===== src/rtl/rv32i_lsu_hs.sv =====
// Handshaked RV32I load/store unit: lane steering, byte enables, load extension, bus timeout.
// Build option LSU_MISALIGN_SPLIT_EN splits word-crossing accesses into two bus beats.
module rv32i_lsu_hs #(
    parameter int ADDR_W  = 32,
    parameter int TIMEOUT = 255
) (
    input  logic              clk_i,
    input  logic              rst_ni,
    input  logic              req_i,
    input  logic              we_i,
    input  logic [2:0]        func3_i,
    input  logic [ADDR_W-1:0] addr_i,
    input  logic [31:0]       wdat_i,
    output logic              busy_o,
    output logic              done_o,
    output logic              err_o,
    output logic [31:0]       rdat_o,
    output logic              mem_req_o,
    output logic              mem_we_o,
    output logic [ADDR_W-1:0] mem_addr_o,
    output logic [3:0]        mem_be_o,
    output logic [31:0]       mem_wdat_o,
    input  logic              mem_ack_i,
    input  logic [31:0]       mem_rdat_i
);

    localparam int CNT_W = (TIMEOUT < 2) ? 1 : $clog2(TIMEOUT + 1);
    localparam logic [CNT_W-1:0] TO_LAST = (TIMEOUT == 0) ? '0 : CNT_W'(TIMEOUT - 1);
`ifdef LSU_MISALIGN_SPLIT_EN
    localparam bit SPLIT_EN = 1'b1;
`else
    localparam bit SPLIT_EN = 1'b0;
`endif

    typedef enum logic [1:0] {IDLE, BUS0, BUS1, RESP} state_t;

    state_t            state_q, state_d;
    logic              busy_q, busy_d;
    logic              done_q, done_d;
    logic              err_q, err_d;
    logic [31:0]       rdat_q, rdat_d;
    logic              mem_req_q, mem_req_d;
    logic              mem_we_q, mem_we_d;
    logic [ADDR_W-1:0] mem_addr_q, mem_addr_d;
    logic [3:0]        mem_be_q, mem_be_d;
    logic [31:0]       mem_wdat_q, mem_wdat_d;
    logic [CNT_W-1:0]  cnt_q, cnt_d;
    logic [2:0]        func3_q, func3_d;
    logic [1:0]        off_q, off_d;
`ifdef LSU_MISALIGN_SPLIT_EN
    logic [3:0]        be_hi_q, be_hi_d;
    logic [31:0]       wdat_hi_q, wdat_hi_d;
    logic [31:0]       beat0_q, beat0_d;
    logic [63:0]       wd64;
    logic [63:0]       rd_pair;
`endif

    logic [1:0]  off_in;
    logic [3:0]  lane_m;
    logic [7:0]  mask8;
    logic        crosses;
    logic        illegal;
    logic [31:0] wd_lo;
    logic [31:0] gathered;
    logic [31:0] ext;
    logic        need_second;

    always_comb begin
        off_in = addr_i[1:0];
        case (func3_i[1:0])
            2'b00:   lane_m = 4'b0001;
            2'b01:   lane_m = 4'b0011;
            default: lane_m = 4'b1111;
        endcase
        mask8   = {4'b0000, lane_m} << off_in;
        crosses = |mask8[7:4];
        illegal = (func3_i[1:0] == 2'b11) || (we_i && func3_i[2]) || (crosses && !SPLIT_EN);

`ifdef LSU_MISALIGN_SPLIT_EN
        wd64        = {32'b0, wdat_i} << {off_in, 3'b000};
        wd_lo       = wd64[31:0];
        // Second beat supplies the upper bytes of the little-endian pair.
        rd_pair     = (state_q == BUS1) ? {mem_rdat_i, beat0_q} : {32'b0, mem_rdat_i};
        gathered    = 32'(rd_pair >> {off_q, 3'b000});
        need_second = (state_q == BUS0) && (be_hi_q != 4'b0000);
`else
        wd_lo       = wdat_i << {off_in, 3'b000};
        gathered    = mem_rdat_i >> {off_q, 3'b000};
        need_second = 1'b0;
`endif

        case (func3_q[1:0])
            2'b00:   ext = {{24{~func3_q[2] & gathered[7]}}, gathered[7:0]};
            2'b01:   ext = {{16{~func3_q[2] & gathered[15]}}, gathered[15:0]};
            default: ext = gathered;
        endcase
    end

    always_comb begin
        state_d    = state_q;
        busy_d     = busy_q;
        done_d     = 1'b0;
        err_d      = 1'b0;
        rdat_d     = rdat_q;
        mem_req_d  = mem_req_q;
        mem_we_d   = mem_we_q;
        mem_addr_d = mem_addr_q;
        mem_be_d   = mem_be_q;
        mem_wdat_d = mem_wdat_q;
        cnt_d      = cnt_q;
        func3_d    = func3_q;
        off_d      = off_q;
`ifdef LSU_MISALIGN_SPLIT_EN
        be_hi_d    = be_hi_q;
        wdat_hi_d  = wdat_hi_q;
        beat0_d    = beat0_q;
`endif

        case (state_q)
            IDLE: begin
                if (req_i) begin
                    busy_d  = 1'b1;
                    func3_d = func3_i;
                    off_d   = off_in;
                    if (illegal) begin
                        state_d = RESP;
                        done_d  = 1'b1;
                        err_d   = 1'b1;
                    end else begin
                        state_d    = BUS0;
                        mem_req_d  = 1'b1;
                        mem_we_d   = we_i;
                        mem_addr_d = {addr_i[ADDR_W-1:2], 2'b00};
                        mem_be_d   = mask8[3:0];
                        mem_wdat_d = wd_lo;
                        cnt_d      = '0;
`ifdef LSU_MISALIGN_SPLIT_EN
                        be_hi_d    = mask8[7:4];
                        wdat_hi_d  = wd64[63:32];
`endif
                    end
                end
            end
            BUS0, BUS1: begin
                if (mem_ack_i) begin
                    if (need_second) begin
`ifdef LSU_MISALIGN_SPLIT_EN
                        state_d    = BUS1;
                        mem_addr_d = mem_addr_q + ADDR_W'(4);
                        mem_be_d   = be_hi_q;
                        mem_wdat_d = wdat_hi_q;
                        beat0_d    = mem_rdat_i;
                        cnt_d      = '0;
`endif
                    end else begin
                        state_d   = RESP;
                        mem_req_d = 1'b0;
                        done_d    = 1'b1;
                        if (!mem_we_q) begin
                            rdat_d = ext;
                        end
                    end
                end else if ((TIMEOUT != 0) && (cnt_q == TO_LAST)) begin
                    // Ack has priority over the abort in the final counted cycle.
                    state_d   = RESP;
                    mem_req_d = 1'b0;
                    done_d    = 1'b1;
                    err_d     = 1'b1;
                end else begin
                    cnt_d = cnt_q + 1'b1;
                end
            end
            RESP: begin
                state_d = IDLE;
                busy_d  = 1'b0;
            end
            default: begin
                state_d = IDLE;
                busy_d  = 1'b0;
            end
        endcase
    end

    always_ff @(posedge clk_i or negedge rst_ni) begin
        if (!rst_ni) begin
            state_q    <= IDLE;
            busy_q     <= 1'b0;
            done_q     <= 1'b0;
            err_q      <= 1'b0;
            rdat_q     <= '0;
            mem_req_q  <= 1'b0;
            mem_we_q   <= 1'b0;
            mem_addr_q <= '0;
            mem_be_q   <= '0;
            mem_wdat_q <= '0;
            cnt_q      <= '0;
            func3_q    <= '0;
            off_q      <= '0;
`ifdef LSU_MISALIGN_SPLIT_EN
            be_hi_q    <= '0;
            wdat_hi_q  <= '0;
            beat0_q    <= '0;
`endif
        end else begin
            state_q    <= state_d;
            busy_q     <= busy_d;
            done_q     <= done_d;
            err_q      <= err_d;
            rdat_q     <= rdat_d;
            mem_req_q  <= mem_req_d;
            mem_we_q   <= mem_we_d;
            mem_addr_q <= mem_addr_d;
            mem_be_q   <= mem_be_d;
            mem_wdat_q <= mem_wdat_d;
            cnt_q      <= cnt_d;
            func3_q    <= func3_d;
            off_q      <= off_d;
`ifdef LSU_MISALIGN_SPLIT_EN
            be_hi_q    <= be_hi_d;
            wdat_hi_q  <= wdat_hi_d;
            beat0_q    <= beat0_d;
`endif
        end
    end

    assign busy_o     = busy_q;
    assign done_o     = done_q;
    assign err_o      = err_q;
    assign rdat_o     = rdat_q;
    assign mem_req_o  = mem_req_q;
    assign mem_we_o   = mem_we_q;
    assign mem_addr_o = mem_addr_q;
    assign mem_be_o   = mem_be_q;
    assign mem_wdat_o = mem_wdat_q;

endmodule


===== config.mk =====
export PLATFORM = sky130hd
export DESIGN_NAME = rv32i_lsu_hs
export DESIGN_NICKNAME = d
export VERILOG_FILES = /design/src/rtl/rv32i_lsu_hs.sv
export SDC_FILE = /design/constraint.sdc
export NUM_CORES = 1
export LEC_CHECK = 0
export ABC_AREA = 1
export CAP_MARGIN = 20
export CORE_MARGIN = 8
export CORE_UTILIZATION = 40
export CTS_CLUSTER_SIZE = 16
export DETAILED_ROUTE_END_ITERATION = 10
export PLACE_DENSITY = 0.72
export SETUP_SLACK_MARGIN = 0.15
export SLEW_MARGIN = 10
export SYNTH_ARGS = -nofsm -noshare
export SYNTH_HDL_FRONTEND = slang
export SYNTH_SLANG_ARGS = --single-unit
export TNS_END_PERCENT = 100

===== constraint.sdc =====
create_clock -name clk_i -period 5.55 [get_ports clk_i]
set_clock_uncertainty 0.15 [all_clocks]
set_input_delay 0.8325 -clock clk_i [delete_from_list [all_inputs] [get_ports clk_i]]
set_output_delay 0.8325 -clock clk_i [all_outputs]
set_load 0.02 [all_outputs]

==> results of run 1 <==
## power breakdown
group | leakage [uW] | switching [uW] | internal (uW) | total [uW]
Clock | 0.000271 | 361 | 630 | 991
Combinational | 0.00251 | 1420 | 1040 | 2470
Sequential | 0.00148 | 270 | 1250 | 1520
## flip-flops by register name, indices dropped and copies added, names as in the netlist
signal	flops
mem_wdat_o	32
rdat_o	32
mem_addr_o	30
cnt_q	8
mem_be_o	4
func3_q	3
off_q	2
state_q	2
busy_o	1
done_o	1
err_o	1
mem_req_o	1
mem_we_o	1
## Yosys cell counts (2+ instances only)
cell type  count  area share (%)
a21oi_1       30             2.5
a31oi_1        9            0.92
buf_1          6            0.37
buf_2         13             1.1
buf_4         10             1.2
buf_6          2            0.37
clkbuf_1      12            0.74
dfrtp_1      118              48
ha_1           6             1.2
inv_1         72             4.4
inv_2          3            0.18
nand2_1      296              18
nand3_1       61             5.0
nand3_2        5            0.82
nor2_1        27             1.7
o211ai_1      16             2.0
o21ai_0       55             4.5
o21ai_1       14             1.1
o21ai_2        8             1.1
o21bai_1       9             1.1
or2_2         16             1.6
xor2_1         2            0.29
## metrics by stage
step,instances,hold WS [ns],cell area (um^2)
finish,1185,0.311,8750
global route,1185,0.338,8750
global placement,1156,0.304,8210
detailed placement,1156,0.307,8210
floorplan,803,0.357,6130
CTS,1185,0.321,8750
## cells by family (layout without fill, tap and decap cells)
logic type | count (synthesis) | in the layout | synth area share (%)
buffers and inverters | 121 | 315 | 8.60
and+or+nand+nor | 410 | 410 | 28.0
AOI/OAI and AO/OA | 143 | 143 | 13.5
xor gates and xnor gates | 3 | 3 | 0.429
DFF | 118 | 118 | 48.2
other | 1 | 2 | 0.0612
adders and majority gates | 6 | 6 | 1.23
## path summary, 6_finish.rpt
check	start	end
max	addr_i[0]	mem_addr_o[2]$_DFFE_PN0P_
min	rst_ni	rdat_o[2]$_DFFE_PN0P_
max reg2reg	state_q[0]$_DFFE_PN0P_	mem_addr_o[2]$_DFFE_PN0P_
min reg2reg	mem_addr_o[27]$_DFFE_PN0P_	mem_addr_o[27]$_DFFE_PN0P_
max in group asynchronous	rst_ni	cnt_q[3]$_DFFE_PN0P_
min in group clk_i	mem_addr_o[27]$_DFFE_PN0P_	mem_addr_o[27]$_DFFE_PN0P_
## cell type report
type	instances	area (um^2)
inverters	77	292
multi-input cells	564	2650
clock inverters	4	20.0
repair buffers	209	2080
flip-flops and latches	118	2950
well taps	188	235
fillers	1418	6340
clock buffers	25	515
## metal layers
metal,vias to the layer above,part of all wire (%)
met4,0,2.1
met1,2725,44
met3,29,6.3
li1,2911,-
met2,213,47
met5,-,0
==> summary.md, run 1 <==
| Metric | Value |
|---|---|
| Crit path buffers/inverters | `4` |
| Total gr overflow | `0` |
| Place WS | `1.40 ns` |
| Max-slew headroom | `31.0%` |
| Final Core Density | `58.0%` |
| Share of layout cells above drive strength 1 | `6.82%` |
| Worst path required time | `5.70 ns` |
| TritonCTS clock tree | `done` |
| Number of cells on the critical path | `10` |
| Ys flop type | `dfrtp_1` |
| Commonest non-fill, non-tap cell in the layout | `nand2_1` |
| Nature of the critical path startpoint | `input pin` |
| Final ANT Viol Nets | `0` |
| CTS Hold Bufs | `0` |
| Syn. warnings | `0` |
| M3 GR Usage | `5.47%` |
| Number of synthesized flops with an enable pin | `0` |
| Root Buffer | `clkbuf_16` |
| CORE AREA | `0.0151 mm^2` |
| Critical Path Max Stage Delay | `0.70 ns` |
| Fmax | `0.269 GHz` |
| Wire length per cell | `16.3 um` |
| Peak VDD IR | `0.249 mV` |
| Mean post-synth cell area | `7.64 um^2` |
| Die height | `140 um` |
| Area grow syn2layout | `42.8%` |
| Critical Path Fanout Max | `53` |
| IO Pins | `209` |
| R2r setup slk | `2.65 ns` |
| Clock latency on the worst-skew pair | `0.41 ns` |
| Num CTS Buffers | `17` |
| Crit path kind | `input pin to flop` |
| Fin crit share | `66.9%` |
| Status | `complete, no violations` |
| Slowest CP cell | `clkdlybuf4s50_1` |
| Worst path cell trace | `clkdlybuf4s50_1, inv_4, nand2_1, nand3_2, nand2_4, nor2_8, inv_2, buf_4, nand2_1, nand2_1` |
| Leading cell types in the layout, fill and taps excluded | `nand2_1, clkdlybuf4s50_1, dfrtp_1, inv_1, nand3_1` |
| First-pass GRT wire length | `30,400 um` |
| Postcts setup bufs | `0` |
| Crit. End Element | `flop` |
| Power Total | `4980 uW` |
| Yosys reg bits | `118` |
| # DRC | `0` |
| Die area | `0.0195 mm^2` |
| Met1 usage | `24.7%` |
| Worst-Margin Slew | `1.03 ns` |
| Syn Inst Count | `802` |
| Sequential share of the synthesized area | `48.2%` |
| # diodes | `0` |
| Async SR Flop Fraction | `100%` |
| Arrival time worst endpoint | `3.86 ns` |
| Top delay family on crit path | `buffers and inverters` |
| Pin count of the biggest net entering global routing | `68` |
| Vias | `5,878` |
| Max-cap violations | `0` |
| Fin. Hold Viols | `0` |
| Yosys cell types | `34` |
| PwrDens | `570 mW/mm^2` |
| Vias in the first global route | `5,641` |
| Final Max Slew Viols | `0` |
| Final #Nets | `1,097` |
| Rows | `45` |
| Worst-path clk slew | `0.05 ns` |
| Met2 Use GR | `31.6%` |
| All-Layer GR Usage | `19.6%` |
| Most used cell, CP | `nand2_1` |
| Die width | `140 um` |
| Port Buf Inserts | `206` |
| Final setup viols | `0` |
| Area of the mapped netlist | `0.00613 mm^2` |
| 1st-pass router iterations | `5` |
| Initial antenna violation count | `0` |
| Routability Congestion | `0.878` |
| Gr busiest metal | `met2` |
| CTS Sinks | `118` |
| R2r worst-path depth | `8` |
| DP HPWL | `14,000 um` |
| H-tree lvl count | `4` |
| Initial DRC count | `415` |
| CTS Buffer Depth | `2` |
| Hold Path Class | `input pin to async pin` |
| Setup_tns | `0 ns` |
| Lkg Pwr | `0.00426 uW` |
| Final wirelength | `19,300 um` |
| Vias/cell | `4.96` |
| Initial Utilization | `40.6%` |
| Final WS setup | `1.84 ns` |
| RSZ-0062 raised after global routing | `false` |
| Post-CTS resize count | `0` |
| Min Tclk post-route | `3.71 ns` |
No activity file was read; power rests on OpenSTA's default activity.
==> run 2: changes to the inputs <==
- PLACE_DENSITY: 0.72 -> 0.75
- clock period: 5.55 -> 3 ns (I/O delays scaled with it)
==> run 2 against run 1 <==
Against the previous run:
- first-iteration DRC count increased by 25%
- sequential share of layout area fell by 0.83 points
- clock power is 120% higher
- utilization increased by 1.5 points
- worst hold slack better by 0.0055 ns
- critical path type is now flop to flop
- critical endpoint is now rdat_o[14]$_DFFE_PN0P_
- highest routed layer unchanged
==> summary.md, run 2 (synthesis gave the netlist of run 1 again) <==
| Metric | Value |
|---|---|
| TritonCTS clock tree | `done` |
| # DRC | `0 (unchanged)` |
| Postcts setup bufs | `0 (unchanged)` |
| Total gr overflow | `0 (unchanged)` |
| Crit path kind | `flop to flop` |
| Port Buf Inserts | `206 (unchanged)` |
| PwrDens | `1070 mW/mm^2 (+88%)` |
| Num CTS Buffers | `17 (unchanged)` |
| Power Total | `9610 uW (+93%)` |
| Clock latency on the worst-skew pair | `0.41 ns (about the same)` |
| Area grow syn2layout | `46.4%` |
| DP HPWL | `14,400 um (+2.8%)` |
| Die area | `0.0195 mm^2 (unchanged)` |
| 1st-pass router iterations | `6 (+1)` |
| Vias | `5,985 (+1.8%)` |
| Pin count of the biggest net entering global routing | `54 (-21%)` |
| Max-cap violations | `0 (unchanged)` |
| All-Layer GR Usage | `20.7% (+1.1 points)` |
| Most used cell, CP | `nand3_1` |
| Initial antenna violation count | `0 (unchanged)` |
| Final ANT Viol Nets | `0 (unchanged)` |
| Setup_tns | `0 ns (unchanged)` |
| Post-CTS resize count | `0 (unchanged)` |
| Routability Congestion | `0.880 (+0.23%)` |
| Initial Utilization | `40.6% (unchanged)` |
| R2r worst-path depth | `7 (-1)` |
| CTS Buffer Depth | `2 (unchanged)` |
| Fmax | `0.472 GHz` |
| R2R Path End | `rdat_o[14]$_DFFE_PN0P_` |
| Lkg Pwr | `0.00437 uW (+2.4%)` |
| Crit. End Element | `flop` |
| Critical Path Max Stage Delay | `0.45 ns (-0.25 ns)` |
| Slowest CP cell | `inv_2` |
| Worst path required time | `3.20 ns (-2.50 ns)` |
| Wire length per cell | `16.5 um (+0.85%)` |
| RSZ-0062 raised after global routing | `false` |
| WHS Path Cells | `2` |
| Worst path cell trace | `inv_2, nand2_1, nand3_1, nand3_2, nand3_1, o21ai_0, inv_1` |
| Final setup viols | `0 (unchanged)` |
| Root Buffer | `clkbuf_16` |
| Share of layout cells above drive strength 1 | `7.92% (+1.1 points)` |
| CTS Hold Bufs | `1 (+1)` |
| End of the worst hold path | `mem_addr_o[21]$_DFFE_PN0P_` |
| Rows | `45 (unchanged)` |
| Peak VDD IR | `0.459 mV (+84%)` |
| CORE AREA | `0.0151 mm^2 (unchanged)` |
| Critical Path Fanout Max | `39 (-26%)` |
| Die height | `140 um (unchanged)` |
| H-tree lvl count | `4 (unchanged)` |
| Status | `complete, no violations` |
| Final Max Slew Viols | `0 (unchanged)` |
| Critical hold path startpoint | `mem_addr_o[21]$_DFFE_PN0P_` |
| Leading cell types in the layout, fill and taps excluded | `nand2_1, clkdlybuf4s50_1, dfrtp_1, inv_1, nand3_1` |
| Final #Nets | `1,108 (+1.0%)` |
| Worst-path clk slew | `0.05 ns (about the same)` |
| Fin. Hold Viols | `0 (unchanged)` |
| Nature of the critical path startpoint | `flop` |
| Hold Path Class | `flop to flop` |
| Commonest non-fill, non-tap cell in the layout | `nand2_1` |
| Initial DRC count | `519 (+25%)` |
| First-pass GRT wire length | `32,400 um (+6.5%)` |
| CTS Sinks | `118 (unchanged)` |
| Min Tclk post-route | `2.12 ns` |
| IO Pins | `209 (unchanged)` |
| Vias/cell | `5.00 (+0.72%)` |
| Vias in the first global route | `6,036 (+7.0%)` |
| Number of fillers in the final layout | `1,383 (-2.5%)` |
| Max-slew headroom | `52.8% (+22 points)` |
| Arrival time worst endpoint | `2.31 ns (-1.55 ns)` |
| R2r setup slk | `0.88 ns (-1.77 ns)` |
| Final wirelength | `19,700 um (+2.0%)` |
| Worst hold slack | `0.317 ns (+0.00553 ns)` |
| Fin crit share | `70.6%` |
| Die width | `140 um (unchanged)` |
| Worst-Margin Slew | `0.708 ns (-0.324 ns)` |
| # diodes | `0 (unchanged)` |
| FF-to-FF Start | `off_q[0]$_DFFE_PN0P_` |
[run 2: final cells by class]
| cell class | count | area [um^2] | area share, % |
|---|---|---|---|
| inverters | 77 | 292 | 3.25 |
| multi-input cells | 564 | 2650 | 29.6 |
| repair buffers | 220 | 2200 | 24.6 |
| clock inverters | 8 | 145 | 1.62 |
| well taps | 188 | 235 | 2.62 |
| flip-flops and latches | 118 | 2950 | 32.9 |
| clock buffers | 23 | 488 | 5.44 |
[run 2: worst max-delay path by stage]
stage,start,endpoint,cells past startpoint
after floorplan,state_q[0]$_DFFE_PN0P_,rdat_o[11]$_DFFE_PN0P_,9
after global placement,addr_i[1],mem_we_o$_DFFE_PN0P_,8
after detailed placement,addr_i[1],mem_addr_o[18]$_DFFE_PN0P_,9
after CTS,state_q[0]$_DFFE_PN0P_,rdat_o[14]$_DFFE_PN0P_,8
after global routing,off_q[0]$_DFFE_PN0P_,rdat_o[14]$_DFFE_PN0P_,7
final,off_q[0]$_DFFE_PN0P_,rdat_o[14]$_DFFE_PN0P_,7
[run 2: critical path: cells and delay by family (launching register included)]
kind	cells	cell delay, ns
AND/OR/NAND/NOR	4	0.84
AO/OA/AOI/OAI	1	0.13
buffers and inverters	2	0.54
flip-flops	1	0.39
[run 2: power breakdown]
| part | switching (uW) | internal, uW | total [uW] |
|---|---|---|---|
| registers | 442 | 2320 | 2760 |
| clock network | 696 | 1470 | 2170 |
| logic | 2710 | 1980 | 4680 |
[run 2: layer usage]
metal	track usage (%)	wire [um]
met1	25.5	8420
met2	34.8	9580
met3	4.75	1310
met5	0	0
met4	7.89	411
[run 2: through the flow]
stage                     setup slack [ns]  util [%]  cells  area [um^2]
after floorplan                       1.18         -    803         6130
after global placement               0.627      55.2   1166         8330
after detailed placement             0.545      55.2   1166         8330
after CTS                            0.853      59.4   1198         8970
after global routing                 0.682      59.4   1198         8970
final                                0.883      59.4   1198         8970
==> run 3: changes to the inputs <==
- PLACE_DENSITY: 0.75 -> 0.72
- clock period: 3 -> 1.97 ns (I/O delays scaled with it)
==> run 3 against run 2 <==
Against the previous run:
- die area is the same
- non-clock buffer count grew 22
- critical path depth rose by 1
- routed wire length down 0.47%
- first-iteration DRC count fell by 16%
- register-to-register slack worse by 0.67 ns
- largest power group unchanged
- critical endpoint is now rdat_o[29]$_DFFE_PN0P_
- final cell count is 1.8% higher
- worst hold slack worse by 0.043 ns
- power grew 46%
- sequential share of layout area decreased by 0.56 points
- cell area increased by 1.7%
- utilization is 1.0 points higher
==> summary.md, run 3 (synthesis gave the netlist of run 1 again) <==
| Metric | Value |
|---|---|
| Die area | `0.0195 mm^2 (unchanged)` |
| Final #Nets | `1,130 (+2.0%)` |
| Final ANT Viol Nets | `0 (unchanged)` |
| Final wirelength | `19,600 um (-0.47%)` |
| Max-cap violations | `0 (unchanged)` |
| Worst hold slack | `0.274 ns (-0.0429 ns)` |
| Number of fillers in the final layout | `1,388 (+0.36%)` |
| Vias in the first global route | `5,803 (-3.9%)` |
| Pin count of the biggest net entering global routing | `119 (+120%)` |
| Worst path required time | `2.12 ns (-1.08 ns)` |
| Vias | `5,973 (-0.20%)` |
| RSZ-0062 raised after global routing | `true` |
| Die height | `140 um (unchanged)` |
| Fmax | `0.569 GHz (+20%)` |
| Vias/cell | `4.90 (-1.9%)` |
| Final Max Slew Viols | `0 (unchanged)` |
| Port Buf Inserts | `206 (unchanged)` |
| All-Layer GR Usage | `20.3% (-0.48 points)` |
| Fin crit share | `89.3% (+19 points)` |
| Arrival time worst endpoint | `1.91 ns (-0.40 ns)` |
| Peak VDD IR | `0.736 mV (+60%)` |
| Final Core Density | `60.5% (+1.0 points)` |
| Status | `complete, no violations` |
| 1st-pass router iterations | `5 (-1)` |
| Commonest non-fill, non-tap cell in the layout | `nand2_1` |
| # DRC | `0 (unchanged)` |
| Rows | `45 (unchanged)` |
| Area grow syn2layout | `48.9%` |
| # diodes | `0 (unchanged)` |
| Initial DRC count | `434 (-16%)` |
| Crit path kind | `flop to flop` |
| Critical Path Max Stage Delay | `0.40 ns (-0.05 ns)` |
| DP HPWL | `14,500 um (+0.86%)` |
| PwrDens | `1540 mW/mm^2 (+43%)` |
| CORE AREA | `0.0151 mm^2 (unchanged)` |
| Crit. End Element | `flop` |
| Total gr overflow | `0 (unchanged)` |
| Num CTS Buffers | `17 (unchanged)` |
| Nature of the critical path startpoint | `flop` |
| Worst path cell trace | `inv_2, ha_4, nand3_4, buf_12, a31oi_1, nand3_1, nand2_1, inv_1` |
| Initial antenna violation count | `0 (unchanged)` |
| Share of layout cells above drive strength 1 | `11.1% (+3.1 points)` |
| Hold Path Class | `input pin to flop` |
| H-tree lvl count | `4 (unchanged)` |
| Max-slew headroom | `54.8% (+2.0 points)` |
| Routability Congestion | `0.928 (+5.4%)` |
| CTS Sinks | `118 (unchanged)` |
| First-pass GRT wire length | `31,500 um (-2.8%)` |
| Clock latency on the worst-skew pair | `0.41 ns (about the same)` |
| Worst-path clk slew | `0.05 ns (about the same)` |
| Root Buffer | `clkbuf_16` |
| Final setup viols | `0 (unchanged)` |
| Wire length per cell | `16.1 um (-2.2%)` |
| TritonCTS clock tree | `done` |
| Critical Path Fanout Max | `15 (-62%)` |
| IO Pins | `209 (unchanged)` |
| Die width | `140 um (unchanged)` |
| R2r setup slk | `0.21 ns (-0.67 ns)` |
| Slowest CP cell | `dfrtp_1` |
| Initial Utilization | `40.6% (unchanged)` |
| Fin. Hold Viols | `0 (unchanged)` |
| Leading cell types in the layout, fill and taps excluded | `nand2_1, dfrtp_1, clkdlybuf4s50_1, dlygate4sd2_1, inv_1` |
| CTS Buffer Depth | `2 (unchanged)` |
| Worst-Margin Slew | `0.677 ns (-0.0307 ns)` |
| Min Tclk post-route | `1.76 ns (-0.358 ns)` |
| Lkg Pwr | `0.00476 uW (+8.9%)` |
[run 3: changes by cell type in the layout (fill, tap and decap cells not counted), sizes merged]
cell / before / now
bufinv: 4 / 1
dlygate4sd2: 0 / 101
clkinvlp: 2 / 5
clkinv: 3 / 5
clkdlybuf4s50: 205 / 102
inv: 76 / 74
buf: 14 / 35
dlymetal6s2s: 0 / 2
[run 3: per-layer routing]
layer,wire length (um),GRT usage (%),up-vias
met3,1080,5.16,23
li1,-,-,2989
met2,9340,32.2,206
met1,8890,26.3,2755
met5,0,0,-
met4,327,6.86,0
[run 3: report_power, final]
group          leakage [uW]  switching, uW  total (uW)  internal [uW]
sequential          0.00148            627        4160           3530
clock              0.000266           1060        2900           1840
combinational       0.00301           4270        6950           2680
total               0.00476           5960       14000           8050
[run 3: worst paths after layout]
kind                                            startpoint                    endpoint  cells past startpoint
max in group asynchronous                           rst_ni        cnt_q[1]$_DFFE_PN0P_                      3
worst max register to register      state_q[0]$_DFFE_PN0P_      rdat_o[29]$_DFFE_PN0P_                      8
worst min register to register  mem_addr_o[28]$_DFFE_PN0P_  mem_addr_o[28]$_DFFE_PN0P_                      2
worst max-delay path                state_q[0]$_DFFE_PN0P_      rdat_o[29]$_DFFE_PN0P_                      8
min in group asynchronous                           rst_ni       rdat_o[1]$_DFFE_PN0P_                      3
worst min-delay path                            addr_i[14]  mem_addr_o[14]$_DFFE_PN0P_                      3
[run 3: area by class of cell]
type	count	area [um^2]	area share [%]
flip-flops and latches	118	2950	32.4
multi-input cells	564	2710	29.7
repair buffers	242	2370	26.0
clock buffers	22	484	5.31
inverters	77	297	3.25
well taps	188	235	2.58
clock inverters	8	75.1	0.823
[run 3: critical path, delay by kind of cell, from the launching register on]
family | cells | cell delay [ns]
and+or+nand+nor | 3 | 0.34
DFF | 1 | 0.40
buffers and inverters | 3 | 0.30
AOI/OAI and AO/OA | 1 | 0.15
adders and majority gates | 1 | 0.31
[run 3: stage by stage]
stage	setup TNS [ns]	area (um^2)	setup slack, ns	cells	power, uW
floorplan	0	6140	0.161	803	8260
global placement	0	8580	0.0383	1186	11500
detailed placement	-0.0490	8580	-0.0262	1186	11700
CTS	0	9040	0.155	1217	14000
global route	0	9120	0.0995	1219	15000
finish	0	9120	0.211	1219	14000
[run 3: timing repair]
action | in CTS | in global routing
cloned | 0 | 1
hold buffers | 1 | 0
buffers inserted | 0 | 1
hold endpoints to repair | 118 | 0
resized for setup | 108 | 17
setup endpoints to repair | 121 | 36
